## src/rtl/lfsr_map_pkg.sv

```systemverilog
// Shared constants for the count-to-LFSR-seed mapper: FSM encoding and
// default XNOR feedback masks per register width.
package lfsr_map_pkg;

    typedef logic [2:0] state_t;

    localparam state_t ST_WAIT    = 3'd0;
    localparam state_t ST_LOAD    = 3'd1;
    localparam state_t ST_RUN     = 3'd2;
    localparam state_t ST_CAPTURE = 3'd3;
    localparam state_t ST_DONE    = 3'd4;

    // Maximal-length tap sets; unknown widths fall back to the top two bits.
    function automatic logic [31:0] default_taps(input int width);
        case (width)
            3:       return 32'h0000_0006;
            4:       return 32'h0000_000C;
            5:       return 32'h0000_0014;
            6:       return 32'h0000_0030;
            7:       return 32'h0000_0060;
            8:       return 32'h0000_00B8;
            9:       return 32'h0000_0110;
            10:      return 32'h0000_0240;
            11:      return 32'h0000_0500;
            12:      return 32'h0000_0E08;
            16:      return 32'h0000_B400;
            default: return 32'd3 << (width - 2);
        endcase
    endfunction

endpackage

```

## src/rtl/lfsr_seed_map_core.sv

```systemverilog
// Generic XNOR Fibonacci shifter: clears to zero, advances one step when asked.
module lfsr_core
    import lfsr_map_pkg::*;
#(
    parameter int               WIDTH = 8,
    parameter logic [WIDTH-1:0] TAPS  = WIDTH'(default_taps(WIDTH))
) (
    input  logic             clock,
    input  logic             reset_n,
    input  logic             clear,
    input  logic             step,
    output logic [WIDTH-1:0] sr
);

    always_ff @(posedge clock or negedge reset_n) begin
        if (!reset_n) begin
            sr <= '0;
        end else if (clear) begin
            sr <= '0;
        end else if (step) begin
            sr <= {sr[WIDTH-2:0], ~^(sr & TAPS)};
        end
    end

endmodule

```

## src/rtl/lfsr_seed_map.sv

```systemverilog
// Maps a divide count N to the preload {sr, N[0]} of a WIDTH-bit XNOR LFSR
// divider by stepping a local LFSR a count-derived number of times.
module lfsr_seed_map
    import lfsr_map_pkg::*;
#(
    parameter int               WIDTH       = 8,
    parameter logic [WIDTH-1:0] TAPS        = WIDTH'(default_taps(WIDTH)),
    parameter int               LOAD_OFFSET = 3,
    parameter bit               AUTO_START  = 1'b1,
    parameter bit               RESTART_EN  = 1'b0
) (
    input  logic             clock,
    input  logic             reset_n,
    input  logic             start,
    input  logic [WIDTH:0]   N,
    output logic [WIDTH:0]   dp,
    output logic             done,
    output logic             done_pulse,
    output logic             busy,
    output logic [WIDTH-1:0] counter,
    output logic [WIDTH-1:0] sr,
    output logic [2:0]       state
);

    localparam logic [WIDTH-1:0] ALL_ONES = '1;
    localparam logic [WIDTH-1:0] OFFSET   = WIDTH'(LOAD_OFFSET);
    localparam logic [WIDTH-1:0] ONE      = WIDTH'(1);

    // Handshake: every rising edge of start requests one conversion; dp is
    // valid whenever done is high, and done_pulse marks the cycle it rises.
    // Requests arriving while busy either restart or queue (depth one).
    logic [1:0]       startbuf;
    logic             pending;
    logic             n_lsb;
    logic             start_edge;
    logic             restart_hit;
    logic             queue_hit;
    logic [2:0]       state_nxt;
    logic             do_load;
    logic             sr_step;
    logic             do_capture;
    logic             do_finish;
    logic [WIDTH-1:0] load_val;

    assign start_edge  = (startbuf == 2'b01);
    assign restart_hit = RESTART_EN && start_edge && (state != ST_WAIT);
    assign queue_hit   = !RESTART_EN && start_edge;
    assign load_val    = ALL_ONES - N[WIDTH:1] + OFFSET;

    lfsr_core #(
        .WIDTH (WIDTH),
        .TAPS  (TAPS)
    ) u_core (
        .clock   (clock),
        .reset_n (reset_n),
        .clear   (do_load),
        .step    (sr_step),
        .sr      (sr)
    );

    always_comb begin
        state_nxt  = state;
        do_load    = 1'b0;
        sr_step    = 1'b0;
        do_capture = 1'b0;
        do_finish  = 1'b0;
        case (state)
            ST_WAIT: begin
                if (start_edge || pending) state_nxt = ST_LOAD;
            end
            ST_LOAD: begin
                do_load   = 1'b1;
                state_nxt = restart_hit ? ST_LOAD : ST_RUN;
            end
            ST_RUN: begin
                if (restart_hit) begin
                    state_nxt = ST_LOAD;
                end else begin
                    sr_step = 1'b1;
                    if (counter == '0) state_nxt = ST_CAPTURE;
                end
            end
            ST_CAPTURE: begin
                if (restart_hit) begin
                    state_nxt = ST_LOAD;
                end else begin
                    do_capture = 1'b1;
                    state_nxt  = ST_DONE;
                end
            end
            ST_DONE: begin
                if (restart_hit) begin
                    state_nxt = ST_LOAD;
                end else begin
                    do_finish = 1'b1;
                    state_nxt = ST_WAIT;
                end
            end
            default: state_nxt = ST_WAIT;
        endcase
    end

    always_ff @(posedge clock or negedge reset_n) begin
        if (!reset_n) begin
            state      <= AUTO_START ? ST_LOAD : ST_WAIT;
            startbuf   <= 2'b00;
            pending    <= 1'b0;
            n_lsb      <= 1'b0;
            counter    <= '0;
            dp         <= '0;
            done       <= 1'b0;
            done_pulse <= 1'b0;
            busy       <= 1'b0;
        end else begin
            state      <= state_nxt;
            startbuf   <= {startbuf[0], start};
            done_pulse <= do_finish;
            busy       <= (state_nxt == ST_LOAD) || (state_nxt == ST_RUN) ||
                          (state_nxt == ST_CAPTURE);

            // The counter wraps only on the final RUN decrement.
            if (do_load) begin
                counter <= load_val;
                n_lsb   <= N[0];
                done    <= 1'b0;
            end else if (sr_step) begin
                counter <= counter - ONE;
            end

            if (do_capture) dp <= {sr, n_lsb};
            if (do_finish) done <= 1'b1;

            if (state == ST_WAIT) begin
                pending <= 1'b0;
            end else if (queue_hit) begin
                pending <= 1'b1;
            end
        end
    end

endmodule

```

## config.mk

```make
export PLATFORM = sky130hd
export DESIGN_NAME = lfsr_seed_map
export DESIGN_NICKNAME = d
export VERILOG_FILES = /design/src/rtl/lfsr_map_pkg.sv /design/src/rtl/lfsr_seed_map_core.sv /design/src/rtl/lfsr_seed_map.sv
export SDC_FILE = /design/constraint.sdc
export NUM_CORES = 1
export LEC_CHECK = 0
export ABC_AREA = 1
export CORE_ASPECT_RATIO = 1.75
export CORE_MARGIN = 1
export CORE_UTILIZATION = 45
export DETAILED_ROUTE_END_ITERATION = 8
export MAX_ROUTING_LAYER = met4
export PLACE_DENSITY_LB_ADDON = 0.12
export SLEW_MARGIN = 30
export SYNTH_ARGS = -nofsm -noshare
export SYNTH_HDL_FRONTEND = slang
export SYNTH_SLANG_ARGS = --single-unit
```

## constraint.sdc

```tcl
create_clock -name clock -period 1.4 [get_ports clock]
set_input_delay 0.14 -clock clock [delete_from_list [all_inputs] [get_ports clock]]
set_output_delay 0.14 -clock clock [all_outputs]
set_load 0.1 [all_outputs]
```

==> impl_results.rst <==
.. list-table::
   :header-rows: 1

   * - Metric
     - Value
   * - Result of the run
     - finished clean
   * - Transition time of the tightest slew-check pin
     - between 0.2 and 0.3 ns
   * - Launch point of the critical path
     - state[0]
   * - Number of global-route vias before repair
     - ~1,500
   * - Most frequent standard cell in the layout excluding fill and tap cells
     - sky130_fd_sc_hd__nand2_1
   * - Setup slack at placement
     - -0.0236 ns
   * - DRT Wirelength
     - ~3.9 mm
   * - Min Clock Period, post-route
     - approximately 1.4 ns
   * - First drt pass iteration count
     - 4
   * - Total track usage
     - 0.235
   * - Total core area
     - approximately 3400 um2
   * - First-pass GRT wire length
     - between 6 and 7 mm
   * - Most used flip-flop cell after synthesis
     - sky130_fd_sc_hd__dfrtp_1
   * - Final setup slack of the worst path
     - approximately 0.026 ns
   * - Hold slack final
     - between 0.2 and 0.25 ns
   * - Number of filler cells placed in the layout
     - ~230
   * - Number of levels in the clock H-tree
     - 2
   * - DRC violations left
     - 0
   * - Clock slew at reported path FFs
     - approximately 0.070 ns
   * - Hold Buf Count CTS
     - 0
   * - Number of setup violations in the final report
     - 0
   * - Number of buffers created by CTS
     - 5
   * - Final RePlAce weighted congestion
     - about 0.85
   * - Synthesized area per cell
     - about 8.4 um2
   * - Maximum number of pins on one net before global-route repair
     - 36
   * - Post-Synthesis Cells
     - around 200
   * - Worst-case clock buffer depth
     - 2
   * - Clock latency at the later pin of the worst-skew pair
     - 0.28 ns
   * - Drt via density
     - between 4 and 5
   * - Count of pins over their slew limit
     - 0
   * - Setup Skew
     - ~0.0024 ns
   * - Reg-to-reg critical path startpoint
     - counter[1]
   * - # IOs
     - 43
   * - Chip Width
     - approximately 48 um
   * - DRT antenna net count
     - 0
   * - Startpoint Class
     - register
   * - Avg WL per Cell
     - approximately 13 um
   * - Maximum clock frequency
     - about 0.73 GHz
   * - Setup crit end kind
     - output port
   * - Headroom to the max-slew limit
     - 0.808
   * - Number of storage elements in the synthesis netlist
     - 35
   * - Number of nets in the synthesized netlist
     - between 200 and 250
   * - Type of the tightest min-delay check
     - in -> async
   * - Footprint of the flip-flops and latches
     - 908 um2
   * - Required time at the worst-slack endpoint
     - 1.26 ns
   * - Async set-reset flop share out of synthesis
     - 1.00
   * - Portion of the post-synthesis area used by sequential elements
     - 0.530
   * - IO Port Bufs
     - between 40 and 50
   * - Max_cap viols
     - 0
   * - RSZ-0062 raised after global routing
     - true
   * - Multi-input gate area
     - about 690 um2
   * - TritonCTS sink count
     - 35
   * - Path type of the worst setup path
     - reg -> out
   * - Layout cell share with drive strength beyond 1
     - 0.346
   * - Number of enable flip-flop cells after synthesis
     - 0
   * - Synth warn
     - 0
   * - Initial core utilization
     - 0.482
   * - Sum of overflow across all layers after global routing
     - 0
   * - Register-to-Register Path Depth
     - 8
   * - Via count
     - about 1,500
   * - Top library cells by usage in the layout, fill and taps aside
     - sky130_fd_sc_hd__nand2_1 (53), sky130_fd_sc_hd__buf_12 (32), sky130_fd_sc_hd__inv_1 (23)
   * - NumNets Final
     - about 280
   * - Synth Cell Area
     - about 1700 um2
   * - Die area
     - a little under 4000 um2
   * - Clock tree from TritonCTS
     - built
   * - Worst reg2reg setup slack
     - ~0.040 ns
   * - Antenna diode count
     - 0
   * - DPL Wire Length
     - 2.98 mm
   * - Destination of the worst register-to-register timing path
     - busy
   * - Iteration-0 DRC count of the detailed router
     - 33
   * - Root Buffer
     - sky130_fd_sc_hd__clkbuf_8
   * - Highest fanout seen on the critical path
     - 4
   * - Period utilisation layout
     - 0.981
   * - Data arrival, critical path
     - around 1.2 ns
   * - Endpoints failing hold
     - 0
   * - Antenna violations before repair
     - 0
   * - Vertical die dimension
     - a little over 80 um
   * - Number of standard-cell rows in the floorplan
     - 28
   * - Number of unique standard cell types used by synthesis
     - 25
   * - P&R area growth vs syn
     - 66.3%
## cells in the mapped netlist, drive strengths merged, types with 3 or more instances
master | number | area (um2)
o22ai | 7 | 43.8
buf | 4 | 25.0
o21ai | 18 | 90.1
xnor2 | 3 | 26.3
nand3 | 11 | 65.1
nor2 | 17 | 66.3
inv | 31 | 116
nand2 | 55 | 209
xor2 | 3 | 26.3
a21oi | 4 | 20.0
dfrtp | 34 | 851
## cells by family after synthesis
| family | Yosys count | share of synthesized area |
|---|---|---|
| fa+ha+maj | 2 | 0.0151 |
| flops | 35 | 0.530 |
| compound gates | 32 | 0.107 |
| buf+inv | 35 | 0.0855 |
| xor+xnor | 6 | 0.0318 |
| simple gates | 88 | 0.231 |
## flip-flops by register name, summed over array words and instances (netlist names)
register and cells:
done_pulse 1, n_lsb 1, done 1, busy 1, pending 1, counter 8
state 3, dp 9, u_core.sr 8, startbuf 2
## through the flow
stage           util  TNS (ns)  area, um2  std cells
3_5_place_dp   0.759   -0.0439       2610        296
4_1_cts        0.784         0       2690        304
3_3_place_gp   0.759         0       2610        296
2_1_floorplan      -    -0.311       1730        198
5_1_grt        0.801   -0.0873       2750        308
6_report       0.801         0       2750        308
## layer usage
layer / wire length, um / vias up / GRT usage
met5: 0 / - / -
met2: 2220 / 40 / 0.399
met4: 96 / 0 / 0.122
li1: - / 760 / -
met1: 1430 / 726 / 0.244
met3: 115 / 7 / 0.0478
## repair_timing
item,in CTS,in global routing
endpoints found under the setup margin,0,13
gates resized for setup,0,7
setup buffers,0,3
## layout make-up
class / instances / share of cell area
multi-input combinational: 129 / 0.252
timing repair buffer: 60 / 0.321
sequential: 35 / 0.330
clock buffer: 5 / 0.0250
clock inverter: 3 / 0.00546
tap: 45 / 0.0205
inverter: 31 / 0.0460
## worst max-delay path, cell delays in order (launching register included)
cell and delay, ns:
sky130_fd_sc_hd__dfstp_4 0.67, sky130_fd_sc_hd__buf_6 0.12, sky130_fd_sc_hd__buf_12 0.16
## worst max path at each step
stage | endpoint | depth (start not counted)
floorplan | dp[3] | 6
global placement | counter[6] | 10
detailed placement | counter[7] | 7
CTS | busy | 8
global route | counter[6] | 10
finish | state[0] | 2
Power is not shown: default switching activity piles up to over one toggle a cycle in this logic, so the estimate is an artifact.
